===== src/rtl/mc_ctrl_fsm_pkg.sv =====
// Shared encodings for the multi-cycle control FSM: states, instruction classes,
// opcodes, ALU control codes and datapath select values.
package mc_ctrl_fsm_pkg;

    typedef enum logic [2:0] {
        S_FETCH   = 3'd0,
        S_DECODE  = 3'd1,
        S_EXEC    = 3'd2,
        S_MEM     = 3'd3,
        S_WB      = 3'd4,
        S_ILLEGAL = 3'd5,
        S_HALT    = 3'd6
    } state_t;

    typedef enum logic [3:0] {
        C_R_ALU  = 4'd0,
        C_I_ALU  = 4'd1,
        C_LOAD   = 4'd2,
        C_STORE  = 4'd3,
        C_BRANCH = 4'd4,
        C_LUI    = 4'd5,
        C_AUIPC  = 4'd6,
        C_JAL    = 4'd7,
        C_ILL    = 4'd8
    } iclass_t;

    typedef enum logic [1:0] {
        BR_EQ = 2'd0,
        BR_NE = 2'd1,
        BR_LT = 2'd2,
        BR_GE = 2'd3
    } br_cond_t;

    localparam logic [6:0] OP_R      = 7'b0110011;
    localparam logic [6:0] OP_I      = 7'b0010011;
    localparam logic [6:0] OP_LOAD   = 7'b0000011;
    localparam logic [6:0] OP_STORE  = 7'b0100011;
    localparam logic [6:0] OP_BRANCH = 7'b1100011;
    localparam logic [6:0] OP_LUI    = 7'b0110111;
    localparam logic [6:0] OP_AUIPC  = 7'b0010111;
    localparam logic [6:0] OP_JAL    = 7'b1101111;

    // ALU control codes shared with the ALU; MOVEA passes operand A through.
    localparam logic [3:0] ALU_CTRL_ADD   = 4'd0;
    localparam logic [3:0] ALU_CTRL_ADDU  = 4'd1;
    localparam logic [3:0] ALU_CTRL_SUB   = 4'd2;
    localparam logic [3:0] ALU_CTRL_SLL   = 4'd3;
    localparam logic [3:0] ALU_CTRL_LUI   = 4'd4;
    localparam logic [3:0] ALU_CTRL_AUIPC = 4'd5;
    localparam logic [3:0] ALU_CTRL_MOVEA = 4'd15;

    localparam logic [1:0] SRC_A_RS1    = 2'd0;
    localparam logic [1:0] SRC_A_PC     = 2'd1;
    localparam logic [1:0] SRC_A_OLD_PC = 2'd2;
    localparam logic [1:0] SRC_A_ZERO   = 2'd3;

    localparam logic [1:0] SRC_B_RS2  = 2'd0;
    localparam logic [1:0] SRC_B_IMM  = 2'd1;
    localparam logic [1:0] SRC_B_FOUR = 2'd2;

    localparam logic [2:0] IMM_I = 3'd0;
    localparam logic [2:0] IMM_S = 3'd1;
    localparam logic [2:0] IMM_B = 3'd2;
    localparam logic [2:0] IMM_U = 3'd3;
    localparam logic [2:0] IMM_J = 3'd4;

    localparam logic [1:0] PC_SRC_ALU    = 2'd0;
    localparam logic [1:0] PC_SRC_BRANCH = 2'd1;
    localparam logic [1:0] PC_SRC_JAL    = 2'd2;

    localparam logic [1:0] WB_ALU = 2'd0;
    localparam logic [1:0] WB_MEM = 2'd1;
    localparam logic [1:0] WB_PC4 = 2'd2;

    function automatic logic br_taken(input br_cond_t cond, input logic zero,
                                      input logic lt, input logic ge);
        case (cond)
            BR_EQ:   return zero;
            BR_NE:   return !zero;
            BR_LT:   return lt;
            default: return ge;
        endcase
    endfunction

endpackage


===== src/rtl/mc_ctrl_fsm_instr_class_dec.sv =====
// Combinational instruction classifier: opcode/funct3/funct7[5] to class,
// execute-stage ALU code, immediate format and branch condition.
module instr_class_dec
    import mc_ctrl_fsm_pkg::*;
(
    input  logic [6:0] opcode,
    input  logic [2:0] funct3,
    input  logic       funct7_5,
    output iclass_t    iclass,
    output logic [3:0] alu_ctrl,
    output logic [2:0] imm_sel,
    output br_cond_t   br_cond
);

    always_comb begin
        iclass   = C_ILL;
        alu_ctrl = ALU_CTRL_ADD;
        imm_sel  = IMM_I;
        br_cond  = BR_EQ;
        case (opcode)
            OP_R: begin
                if (funct3 == 3'd0) begin
                    iclass   = C_R_ALU;
                    alu_ctrl = funct7_5 ? ALU_CTRL_SUB : ALU_CTRL_ADD;
                end else if (funct3 == 3'd1) begin
                    iclass   = C_R_ALU;
                    alu_ctrl = ALU_CTRL_SLL;
                end
            end
            OP_I: begin
                if (funct3 == 3'd0) begin
                    iclass = C_I_ALU;
                end
            end
            OP_LOAD: begin
                if (funct3 == 3'd2) begin
                    iclass = C_LOAD;
                end
            end
            OP_STORE: begin
                imm_sel = IMM_S;
                if (funct3 == 3'd2) begin
                    iclass = C_STORE;
                end
            end
            OP_BRANCH: begin
                imm_sel  = IMM_B;
                alu_ctrl = ALU_CTRL_SUB;
                case (funct3)
                    3'd0: begin iclass = C_BRANCH; br_cond = BR_EQ; end
                    3'd1: begin iclass = C_BRANCH; br_cond = BR_NE; end
                    3'd4: begin iclass = C_BRANCH; br_cond = BR_LT; end
                    3'd5: begin iclass = C_BRANCH; br_cond = BR_GE; end
                    default: iclass = C_ILL;
                endcase
            end
            OP_LUI: begin
                iclass   = C_LUI;
                alu_ctrl = ALU_CTRL_LUI;
                imm_sel  = IMM_U;
            end
            OP_AUIPC: begin
                iclass   = C_AUIPC;
                alu_ctrl = ALU_CTRL_AUIPC;
                imm_sel  = IMM_U;
            end
            OP_JAL: begin
                iclass  = C_JAL;
                imm_sel = IMM_J;
            end
            default: iclass = C_ILL;
        endcase
    end

endmodule


===== src/rtl/mc_ctrl_fsm.sv =====
// Multi-cycle control FSM: sequences fetch/decode/execute/memory/writeback,
// drives ALU control and operand selects, and counts retired instructions.
//
// state     | meaning
// S_FETCH   | imem request, pc+4 in ALU; IR/PC load on imem_ready
// S_DECODE  | classify IR, latch class/alu code/imm format
// S_EXEC    | ALU op per class; branches and jal resolve here
// S_MEM     | dmem request for lw/sw
// S_WB      | register file write
// S_ILLEGAL | flag illegal instruction
// S_HALT    | parked until rst
module mc_ctrl_fsm
    import mc_ctrl_fsm_pkg::*;
#(
    parameter int MEM_TIMEOUT = 16,
    parameter int CNT_W       = 32
) (
    input  logic             clk,
    input  logic             rst,
    input  logic [6:0]       opcode,
    input  logic [2:0]       funct3,
    input  logic             funct7_5,
    input  logic             zero,
    input  logic             lt,
    input  logic             ge,
    input  logic             imem_ready,
    input  logic             dmem_ready,
    output logic             imem_req,
    output logic             ir_load,
    output logic [3:0]       alu_ctrl,
    output logic [1:0]       alu_src_a,
    output logic [1:0]       alu_src_b,
    output logic [2:0]       imm_sel,
    output logic             pc_write,
    output logic [1:0]       pc_src,
    output logic             reg_write,
    output logic [1:0]       wb_sel,
    output logic             dmem_req,
    output logic             dmem_we,
    output logic             illegal,
    output logic             mem_err,
    output logic [CNT_W-1:0] retired_cnt,
    output logic [2:0]       state_dbg
);

    localparam int WAIT_W      = (MEM_TIMEOUT < 2) ? 1 : $clog2(MEM_TIMEOUT + 1);
    localparam int WAIT_LAST_I = (MEM_TIMEOUT > 0) ? MEM_TIMEOUT - 1 : 0;
    localparam logic [WAIT_W-1:0] WAIT_LAST = WAIT_LAST_I[WAIT_W-1:0];
    localparam bit TIMEOUT_EN = (MEM_TIMEOUT != 0);

    state_t            state, state_nxt;
    logic [WAIT_W-1:0] wait_cnt;
    logic              wait_inc;
    logic              wait_expired;
    logic              retire;
    logic              set_illegal;
    logic              set_mem_err;

    iclass_t    dec_cls, cls_q;
    logic [3:0] dec_alu, alu_q;
    logic [2:0] dec_imm, imm_q;
    br_cond_t   dec_br, br_q;

    instr_class_dec u_dec (
        .opcode   (opcode),
        .funct3   (funct3),
        .funct7_5 (funct7_5),
        .iclass   (dec_cls),
        .alu_ctrl (dec_alu),
        .imm_sel  (dec_imm),
        .br_cond  (dec_br)
    );

    always_ff @(posedge clk) begin
        if (rst) begin
            state       <= S_FETCH;
            wait_cnt    <= '0;
            retired_cnt <= '0;
            illegal     <= 1'b0;
            mem_err     <= 1'b0;
            cls_q       <= C_ILL;
            alu_q       <= ALU_CTRL_ADD;
            imm_q       <= IMM_I;
            br_q        <= BR_EQ;
        end else begin
            state    <= state_nxt;
            wait_cnt <= wait_inc ? wait_cnt + WAIT_W'(1) : '0;
            if (state == S_DECODE) begin
                cls_q <= dec_cls;
                alu_q <= dec_alu;
                imm_q <= dec_imm;
                br_q  <= dec_br;
            end
            if (retire) begin
                retired_cnt <= retired_cnt + CNT_W'(1);
            end
            if (set_illegal) begin
                illegal <= 1'b1;
            end
            if (set_mem_err) begin
                mem_err <= 1'b1;
            end
        end
    end

    // Ready in the same cycle the limit is reached takes priority over the timeout.
    always_comb begin
        state_nxt    = state;
        wait_inc     = 1'b0;
        wait_expired = TIMEOUT_EN && (wait_cnt == WAIT_LAST);
        retire       = 1'b0;
        set_illegal  = 1'b0;
        set_mem_err  = 1'b0;
        imem_req     = 1'b0;
        ir_load      = 1'b0;
        alu_ctrl     = ALU_CTRL_MOVEA;
        alu_src_a    = SRC_A_RS1;
        alu_src_b    = SRC_B_RS2;
        imm_sel      = imm_q;
        pc_write     = 1'b0;
        pc_src       = PC_SRC_ALU;
        reg_write    = 1'b0;
        wb_sel       = WB_ALU;
        dmem_req     = 1'b0;
        dmem_we      = 1'b0;
        if (!rst) begin
            case (state)
                S_FETCH: begin
                    imem_req  = 1'b1;
                    alu_ctrl  = ALU_CTRL_ADDU;
                    alu_src_a = SRC_A_PC;
                    alu_src_b = SRC_B_FOUR;
                    if (imem_ready) begin
                        ir_load   = 1'b1;
                        pc_write  = 1'b1;
                        state_nxt = S_DECODE;
                    end else if (wait_expired) begin
                        set_mem_err = 1'b1;
                        state_nxt   = S_HALT;
                    end else begin
                        wait_inc = 1'b1;
                    end
                end
                S_DECODE: begin
                    imm_sel = dec_imm;
                    if (dec_cls == C_ILL) begin
                        set_illegal = 1'b1;
                        state_nxt   = S_ILLEGAL;
                    end else begin
                        state_nxt = S_EXEC;
                    end
                end
                S_EXEC: begin
                    alu_ctrl = alu_q;
                    case (cls_q)
                        C_R_ALU: state_nxt = S_WB;
                        C_I_ALU: begin
                            alu_src_b = SRC_B_IMM;
                            state_nxt = S_WB;
                        end
                        C_LOAD, C_STORE: begin
                            alu_src_b = SRC_B_IMM;
                            state_nxt = S_MEM;
                        end
                        C_LUI: begin
                            alu_src_a = SRC_A_ZERO;
                            alu_src_b = SRC_B_IMM;
                            state_nxt = S_WB;
                        end
                        C_AUIPC: begin
                            alu_src_a = SRC_A_OLD_PC;
                            alu_src_b = SRC_B_IMM;
                            state_nxt = S_WB;
                        end
                        C_BRANCH: begin
                            pc_write  = br_taken(br_q, zero, lt, ge);
                            pc_src    = PC_SRC_BRANCH;
                            retire    = 1'b1;
                            state_nxt = S_FETCH;
                        end
                        C_JAL: begin
                            alu_src_a = SRC_A_OLD_PC;
                            alu_src_b = SRC_B_IMM;
                            pc_write  = 1'b1;
                            pc_src    = PC_SRC_JAL;
                            reg_write = 1'b1;
                            wb_sel    = WB_PC4;
                            retire    = 1'b1;
                            state_nxt = S_FETCH;
                        end
                        default: state_nxt = S_HALT;
                    endcase
                end
                S_MEM: begin
                    alu_ctrl  = alu_q;
                    alu_src_b = SRC_B_IMM;
                    dmem_req  = 1'b1;
                    dmem_we   = (cls_q == C_STORE);
                    if (dmem_ready) begin
                        if (cls_q == C_STORE) begin
                            retire    = 1'b1;
                            state_nxt = S_FETCH;
                        end else begin
                            state_nxt = S_WB;
                        end
                    end else if (wait_expired) begin
                        set_mem_err = 1'b1;
                        state_nxt   = S_HALT;
                    end else begin
                        wait_inc = 1'b1;
                    end
                end
                S_WB: begin
                    alu_ctrl  = alu_q;
                    reg_write = 1'b1;
                    wb_sel    = (cls_q == C_LOAD) ? WB_MEM : WB_ALU;
                    retire    = 1'b1;
                    state_nxt = S_FETCH;
                end
                S_ILLEGAL: state_nxt = S_HALT;
                S_HALT:    state_nxt = S_HALT;
                default:   state_nxt = S_HALT;
            endcase
        end
    end

    assign state_dbg = state;

endmodule


===== config.mk =====
export PLATFORM = sky130hd
export DESIGN_NAME = mc_ctrl_fsm
export DESIGN_NICKNAME = d
export VERILOG_FILES = /design/src/rtl/mc_ctrl_fsm_pkg.sv /design/src/rtl/mc_ctrl_fsm_instr_class_dec.sv /design/src/rtl/mc_ctrl_fsm.sv
export SDC_FILE = /design/constraint.sdc
export NUM_CORES = 1
export LEC_CHECK = 0
export CAP_MARGIN = 40
export CORE_ASPECT_RATIO = 1.4
export CORE_MARGIN = 5
export CORE_UTILIZATION = 35
export CTS_CLUSTER_DIAMETER = 40
export DETAILED_ROUTE_END_ITERATION = 10
export PLACE_DENSITY = 0.7
export SYNTH_ARGS = -nofsm -noshare
export SYNTH_HDL_FRONTEND = slang
export SYNTH_HIERARCHICAL = 1
export SYNTH_SLANG_ARGS = --single-unit

===== constraint.sdc =====
create_clock -name clk -period 3 [get_ports clk]
set_clock_uncertainty 0.2 [all_clocks]
set_input_delay 0.9 -clock clk [delete_from_list [all_inputs] [get_ports clk]]
set_output_delay 0.9 -clock clk [all_outputs]
set_load 0.005 [all_outputs]

==> Yosys cells after proc, flatten, opt, wreduce, memory -nomap -nowiden <==
Cells that the tools add are included.
{ "totals": {"register_bits": 55, "inputBits": 18, "word_cells": 125, "output_inout_bits": 58} }
{ "classes": {"eq_ne": 27, "addsub": 2, "n_bitwise": 1, "n_mux": 72, "n_reduce_logical": 14} }
{ "op_table": {"columns": ["operator", "count"], "rows": [
  ["32-bit by 1-bit adder with 32-bit output (second input constant)", 1],
  ["4-bit two-way mux", 8],
  ["4-bit one-hot mux with 8 select lines", 1],
  ["1-bit two-way mux", 29],
  ["7-bit by 6-bit equality test with 1-bit output (second input constant)", 3],
  ["3-bit two-way mux", 7],
  ["2-bit two-way mux", 9],
  ["4-bit by 3-bit equality test with 1-bit output (second input constant)", 4],
  ["2-bit one-hot mux with 2 select lines", 4],
  ["4-bit one-hot mux with 4 select lines", 1],
  ["3-bit one-hot mux with 5 select lines", 1],
  ["7-bit by 5-bit equality test with 1-bit output (second input constant)", 2],
  ["7-bit equality test (second input constant)", 2],
  ["2-bit one-hot mux with 3 select lines", 2],
  ["3-bit one-hot mux with 4 select lines", 1],
  ["1-bit one-hot mux with 2 select lines", 5],
  ["2-bit OR reduction", 5],
  ["3-bit by 2-bit equality test with 1-bit output (second input constant)", 3],
  ["3-bit equality test (second input constant)", 3],
  ["3-bit one-hot mux with 3 select lines", 1],
  ["4-bit by 2-bit equality test with 1-bit output (second input constant)", 2],
  ["4-bit one-hot mux with 2 select lines", 1],
  ["4-bit OR reduction", 2],
  ["7-bit by 2-bit equality test with 1-bit output (second input constant)", 1],
  ["15 further kinds", 18]
]} }

==> Longest topological paths before layout <==
Gate-level depths: netlist of run 1.
{ "logic_depth": {"ltp_word": 8, "ltp_mapped": 11, "mapped_depth_nobuf": 10} }

==> Modules after synthesis <==
Netlist of run 1, hierarchy kept.
{ "modules_own_cells": {"columns": ["mod", "area_each_um2", "cells_per_inst", "seq_area_each_um2", "n_inst"], "rows": [
  ["mc_ctrl_fsm", 2900.3, 350, 1101.1, 1],
  ["instr_class_dec", 299.0, 46, 0.0, 1]
]} }

==> Least setup slack after synthesis of run 1 <==
OpenSTA, ideal clock, no wires.
{ "synth_timing": {"kind": "input to output", "startpoint": "in zero", "endpoint": "out pc_write", "setup_slack_ns": 0.027, "n_path_buf": 0, "t_arrival_ns": 1.873, "required_time_ns": 1.900, "stages": 4, "path_cell_list": "xor2_1 o211ai_1 a211o_1 a2111oi_0"} }
{ "synth_via": {"elab_chain_len": 5} }
{ "synth_rtl": {"columns": ["element", "line_no", "source"], "rows": [
  ["from (decl)", "mc_ctrl_fsm.sv:23", "input logic zero,"],
  ["1-bit zero test", "mc_ctrl_fsm_pkg.sv:79", "BR_NE: return !zero;"],
  ["1-bit one-hot mux with 3 select lines *", "mc_ctrl_fsm_pkg.sv:77", "case (cond)"],
  ["1-bit one-hot mux with 2 select lines *", "mc_ctrl_fsm.sv:155", "case (cls_q)"],
  ["1-bit one-hot mux with 2 select lines *", "mc_ctrl_fsm.sv:127", "case (state)"],
  ["1-bit two-way mux *", "mc_ctrl_fsm.sv:126", "if (!rst) begin"],
  ["to (decl)", "mc_ctrl_fsm.sv:34", "output logic pc_write,"]
]} }
Mark *: on every way between the ends. The rest lies on a longest branch, timed or not.

==> Worst setup path in the final report of run 1 <==
Ends and elaborated chain as after synthesis.

==> summary.txt, run 1 <==
Outcome
  • Status: finished, violations left
  • Failing checks: negative setup slack

Layout
  • Fillers: 817
  • # diodes: 0
  • Final #Nets: 537
  • P&R area growth vs syn: 49.0%
  • Share of cells above drive strength 1: 0.251

Placed design
  • Port bufs: 75
  • Dpl ws: -971 ps
  • DP HPWL: around 6.9 mm
  • Routability cong.: between 0.8 and 0.9

GRT
  • First-pass GRT wire length: 14.9 mm
  • GRT Resource Usage Total: 0.157
  • Largest net degree at the start of global routing: 29
  • Initial antenna violation count: 0
  • Vias in the first global route: roughly 3200
  • Grt ovf: 0

STA
  • Slew headroom: 0.510
  • Final setup fails: 2
  • Final hold violation count: 0
  • Final period utilization: 1.03
  • Post-layout min period: just over 3000 ps
  • Unrepaired setup endpoints after global routing: yes
  • Worst setup margin: -87.4 ps
  • Final slew viol count: 0
  • Worst hold slack: 256 ps
  • Worst Tran Pin Value: 735 ps
  • Max Clk Rate: between 300 and 400 MHz

Worst setup path
  • Reg-to-Reg Start: retired_cnt[3]
  • Crit path capture type: output port
  • Critical Path Start Type: primary input
  • CP Class: in2out
  • Critical-path maximum fanout: 1
  • Critical Path AT: 1990 ps
  • Worst Path Required: 1900 ps
  • Critical path launch point: zero

Clock tree
  • Clk buf depth: 2
  • CTS tree: built
  • TritonCTS Buffers: 5
  • Clk sink count: 55
  • Number of H-tree levels: 2
  • Clk_lat worst skew: between 200 and 300 ps
  • Clk pin slew, worst setup/hold paths: 70 ps
  • CTS root buffer: clkbuf_16
  • Post-CTS Hold Buffers: 0

Worst hold path
  • Hold Path Class: reg2reg
  • HP Start: wait_cnt[0]

Routing
  • DRT iter0 DRCs: 183
  • Detail Route Antenna Nets: 0
  • Via-to-Cell Ratio: around 5.5
  • Total wire length: 9.39 mm
  • DR WL/cell: 15.1 um
  • Vias: between 3000 and 4000
  • DRC violations left: 0
  • First drt pass iteration count: 4

Synth
  • Synth Register Bits: 55
  • Net Count, Synth: approximately 420
  • EDFF count, synth: 0
  • Post-synth cell types: 68
  • Ys Warns: 6
  • Seq/Total Area, Yosys: 0.344
  • Synth Flop Type: dfxtp_1
  • Post-synthesis instance total: 396
  • Avg Inst Size Synth: 8.08 um2
  • Syn Std Cell Area: 0.00320 mm2
  • Fraction of registers with async set/reset: 0

Die
  • Initial Util: 0.356
  • Num ports: 76
  • Die area: ~0.011 mm2
  • Die Y: 123 um
  • Die width: a little over 90 um
  • Core ar.: 0.00898 mm2
  • # rows: 41

Pwr
  • Pleak: 1.82 nW
  • Maximum vdd drop: 0.310 mV
  • P per Cell Area: about 360 mW/mm2

Run
  • MaxCap Viol Count: 0
[path summary, 6_finish.rpt]
path / slack (ps) / depth (start not counted) / end
worst max-delay path: -90 / 6 / pc_write
worst min-delay path: 260 / 1 / wait_cnt[0]
worst max register to register: 360 / 5 / retired_cnt[25]
worst min register to register: 260 / 1 / wait_cnt[0]
[cells by family after synthesis]
| group | after synthesis | synth area share |
|---|---|---|
| multiplexers | 5 | 0.0207 |
| other | 1 | 0.00117 |
| AND/OR/NAND/NOR | 180 | 0.303 |
| buffers and inverters | 35 | 0.0516 |
| AO/OA/AOI/OAI | 97 | 0.213 |
| flip-flops | 55 | 0.344 |
| adder cells (fa/ha/maj) | 3 | 0.0117 |
| XOR/XNOR | 20 | 0.0548 |
[cells in the final DEF (no fill, tap or decap), types with 4 or more instances in the layout]
master           count
buf_4               57
dfxtp_1             53
nor2_1              44
nand2_1             41
clkdlybuf4s50_1     40
a21oi_1             33
dlygate4sd2_1       19
xor2_1              17
buf_6               13
o31ai_1             11
or4_1               11
and3_1               9
nand3_1              9
and2_1               8
o21ai_0              8
o2111ai_1            8
inv_1                7
o211ai_1             7
nand4_1              6
nor3_1               5
clkbuf_16            5
buf_2                5
o21bai_1             4
[worst max-delay path, stage by stage]
cell and delay (ps):
buf_6 90, xor2_1 130, o211ai_1 110, a211o_1 310, a2111oi_4 290, buf_2 160
[sequential cells by signal, indices dropped and copies added, names as in the netlist]
signal	flops
illegal	1
state_dbg	3
cls_q	4
wait_cnt	5
retired_cnt	32
br_q	2
mem_err	1
imm_q	3
alu_q	4
[routing by layer]
layer	up-vias	track usage	wire, um
met5	-	0	0
met2	79	0.294	5110
met1	1644	0.178	3700
met4	0	0.0688	257
li1	1676	-	-
met3	18	0.0219	321
[final cells by class]
class / count / area (um2) / area share
multi-input combinational: 306 / 2130 / 0.446
timing repair buffer: 139 / 1220 / 0.256
sequential: 55 / 1110 / 0.232
tap: 107 / 134 / 0.0281
clock buffer: 5 / 125 / 0.0262
inverter: 9 / 33.8 / 0.00708
clock inverter: 3 / 23.8 / 0.00499
[cells in the mapped netlist (all sizes together), types with 4 or more instances]
cell type	number	share of area
dfxtp	55	0.34
nor2	47	0.056
nand2	43	0.050
a21oi	34	0.054
xor2	17	0.047
buf	13	0.026
clkbuf	13	0.015
or4	13	0.033
o31ai	12	0.028
o21ai	11	0.018
and2	10	0.020
and3	10	0.020
nand3	10	0.016
inv	9	0.011
o2111ai	8	0.022
o211ai	8	0.020
nor3	7	0.013
nand2b	6	0.013
nand4	6	0.012
o21bai	5	0.012
and4	4	0.011
nor2b	4	0.0078
[power by group]
part	internal, W	leakage (nW)	total [W]	switching, W
Combinational	0.000177	1.30	0.000367	0.000190
Sequential	0.000747	0.445	0.000766	0.0000187
Clock	0.000314	0.0717	0.000588	0.000274
Total	0.00124	1.82	0.00172	0.000483
[metrics by stage]
stage                     TNS [ps]  instance area, um2  utilization  std cells  power, W
after global placement      -10940                4400        0.490        610   0.00111
final                         -151                4770        0.531        624   0.00172
after floorplan                  0                3200            -        396  0.000943
after detailed placement    -11690                4410        0.491        611   0.00112
after global routing          -259                4770        0.531        624   0.00180
after CTS                     -339                4670        0.521        622   0.00172
[repair_timing]
item                       in CTS  in global routing
resized for setup             100                 26
pin swaps                      16                  7
setup buffers                   3                  4
setup endpoints to repair      24                 19
Power figures use the tool's default switching activity.
==> inputs of run 2 (changes only) <==
- MAX_ROUTING_LAYER: not set -> met4
- SLEW_MARGIN: not set -> 20
==> run 2 against run 1 <==
The run still ends with negative setup slack left. Setup slack gained 2.4 ps. Largest power group unchanged. Critical path depth is the same. Die area is the same. Combinational power grew 2%. Cell area grew 0.37%. Worst hold slack gained 1.9 ps. Clock power is essentially flat. Flip-flop and latch count is the same. Count of clock-buffer cells in the layout is the same. Register-to-register slack gained 20 ps.
==> summary.txt, run 2 (synthesized netlist as in run 1, its figures left out) <==
Worst setup path
  • Critical-path maximum fanout: 3
  • Worst Path Required: about 1900 ps
  • CP Class: in2out
  • Critical Path Start Type: primary input
  • Crit path capture type: output port
  • Critical Path AT: 1990 ps

STA
  • Final hold violation count: 0
  • Worst Tran Pin Value: 744 ps
  • Slew headroom: 0.504
  • Final period utilization: 1.03
  • Post-layout min period: 3090 ps
  • Worst setup margin: -85.1 ps
  • Final setup fails: 3
  • Worst hold slack: approximately 260 ps
  • Max Clk Rate: between 300 and 400 MHz
  • Final setup TNS: -202 ps
  • Unrepaired setup endpoints after global routing: yes
  • Final slew viol count: 0

Layout
  • P&R area growth vs syn: 49.6%
  • Max reg flops: 32
  • Final #Nets: 541
  • Share of cells above drive strength 1: 0.253
  • Most frequent cells in the layout: buf_4, dfxtp_1, nor2_1, nand2_1, clkdlybuf4s50_1
  • Biggest regs: retired_cnt: 32 flops, wait_cnt: 5 flops
  • # diodes: 0
  • Most flop-heavy register: retired_cnt
  • Commonest non-fill, non-tap cell in the layout: buf_4

Pwr
  • Pleak: 1.86 nW
  • Power Total: 0.00173 W
  • P per Cell Area: between 300 and 400 mW/mm2
  • Maximum vdd drop: approximately 0.3 mV

Placed design
  • DP HPWL: 6.87 mm
  • Routability cong.: 0.858
  • Dpl ws: -978 ps
  • Port bufs: between 70 and 80

Clock tree
  • CTS tree: built
  • Clk buf depth: 2
  • Number of H-tree levels: 2
  • TritonCTS Buffers: 5
  • Clk sink count: 55
  • CTS root buffer: clkbuf_16
  • Clk pin slew, worst setup/hold paths: ~70 ps
  • Clk_lat worst skew: 300 ps

Outcome
  • Failing checks: negative setup slack
  • Status: finished, violations left

Routing
  • Via-to-Cell Ratio: around 5.4
  • First drt pass iteration count: 4
  • Detail Route Antenna Nets: 0
  • DR WL/cell: 14.6 um
  • DRC violations left: 0
  • Vias: 3373
  • DRT iter0 DRCs: 176
  • Total wire length: just over 9 mm

Worst hold path
  • Hold Path Class: reg2reg

GRT
  • Grt ovf: 0
  • GRT Resource Usage Total: 0.165
  • Initial antenna violation count: 0
  • Largest net degree at the start of global routing: 29
  • First-pass GRT wire length: 15.0 mm
  • Vias in the first global route: roughly 3300

Die
  • Initial Util: 0.356
  • # rows: 41
  • Die width: 90.8 um
  • Die Y: about 120 um
  • Num ports: 76
  • Die area: 0.0112 mm2
  • Core ar.: 0.00898 mm2

Run
  • MaxCap Viol Count: 0
run 2: critical path: stages:
cell,delay (ps)
buf_6,90
nand4bb_4,230
or4_4,450
nand2_4,80
mux2_4,150
buf_6,90
run 2: cell type report:
type	instances	area [um2]
well taps	107	134
fillers	811	4190
flip-flops and latches	55	1110
clock inverters	3	22.5
clock buffers	5	125
inverters	9	33.8
repair buffers	143	1250
multi-input cells	306	2110
run 2: path summary, 6_finish.rpt:
kind                                startpoint               to  slack [ps]  depth (start not counted)
worst max-delay path                 opcode[3]       imm_sel[1]         -90                          6
worst min-delay path               wait_cnt[0]      wait_cnt[0]         260                          1
worst max register to register  retired_cnt[3]  retired_cnt[25]         380                          5
worst min register to register     wait_cnt[0]      wait_cnt[0]         260                          1
run 2: per-stage QoR:
| stage | util | area, um2 | std cells |
|---|---|---|---|
| 2_1_floorplan | - | 3200 | 396 |
| 3_3_place_gp | 0.490 | 4400 | 610 |
| 3_5_place_dp | 0.491 | 4410 | 611 |
| 4_1_cts | 0.523 | 4690 | 624 |
| 5_1_grt | 0.533 | 4790 | 628 |
| 6_report | 0.533 | 4790 | 628 |
run 2: power breakdown:
group | internal, W | total (W) | switching, W
registers | 0.000747 | 0.000765 | 0.0000182
logic | 0.000184 | 0.000373 | 0.000188
clock network | 0.000313 | 0.000588 | 0.000275
run 2: what timing repair did:
action / CTS / global route
pin swaps: 12 / 9
buffers inserted: 5 / 5
resized for setup: 104 / 20
hold buffers: 0 / 0
endpoints found under the hold margin: 0 / 0
endpoints found under the setup margin: 24 / 20
run 2: routing by layer:
metal | wire (um) | GRT usage
met1 | 3680 | 0.177
met2 | 4850 | 0.293
met3 | 286 | 0.0213
met4 | 335 | 0.0927
met5 | 0 | -
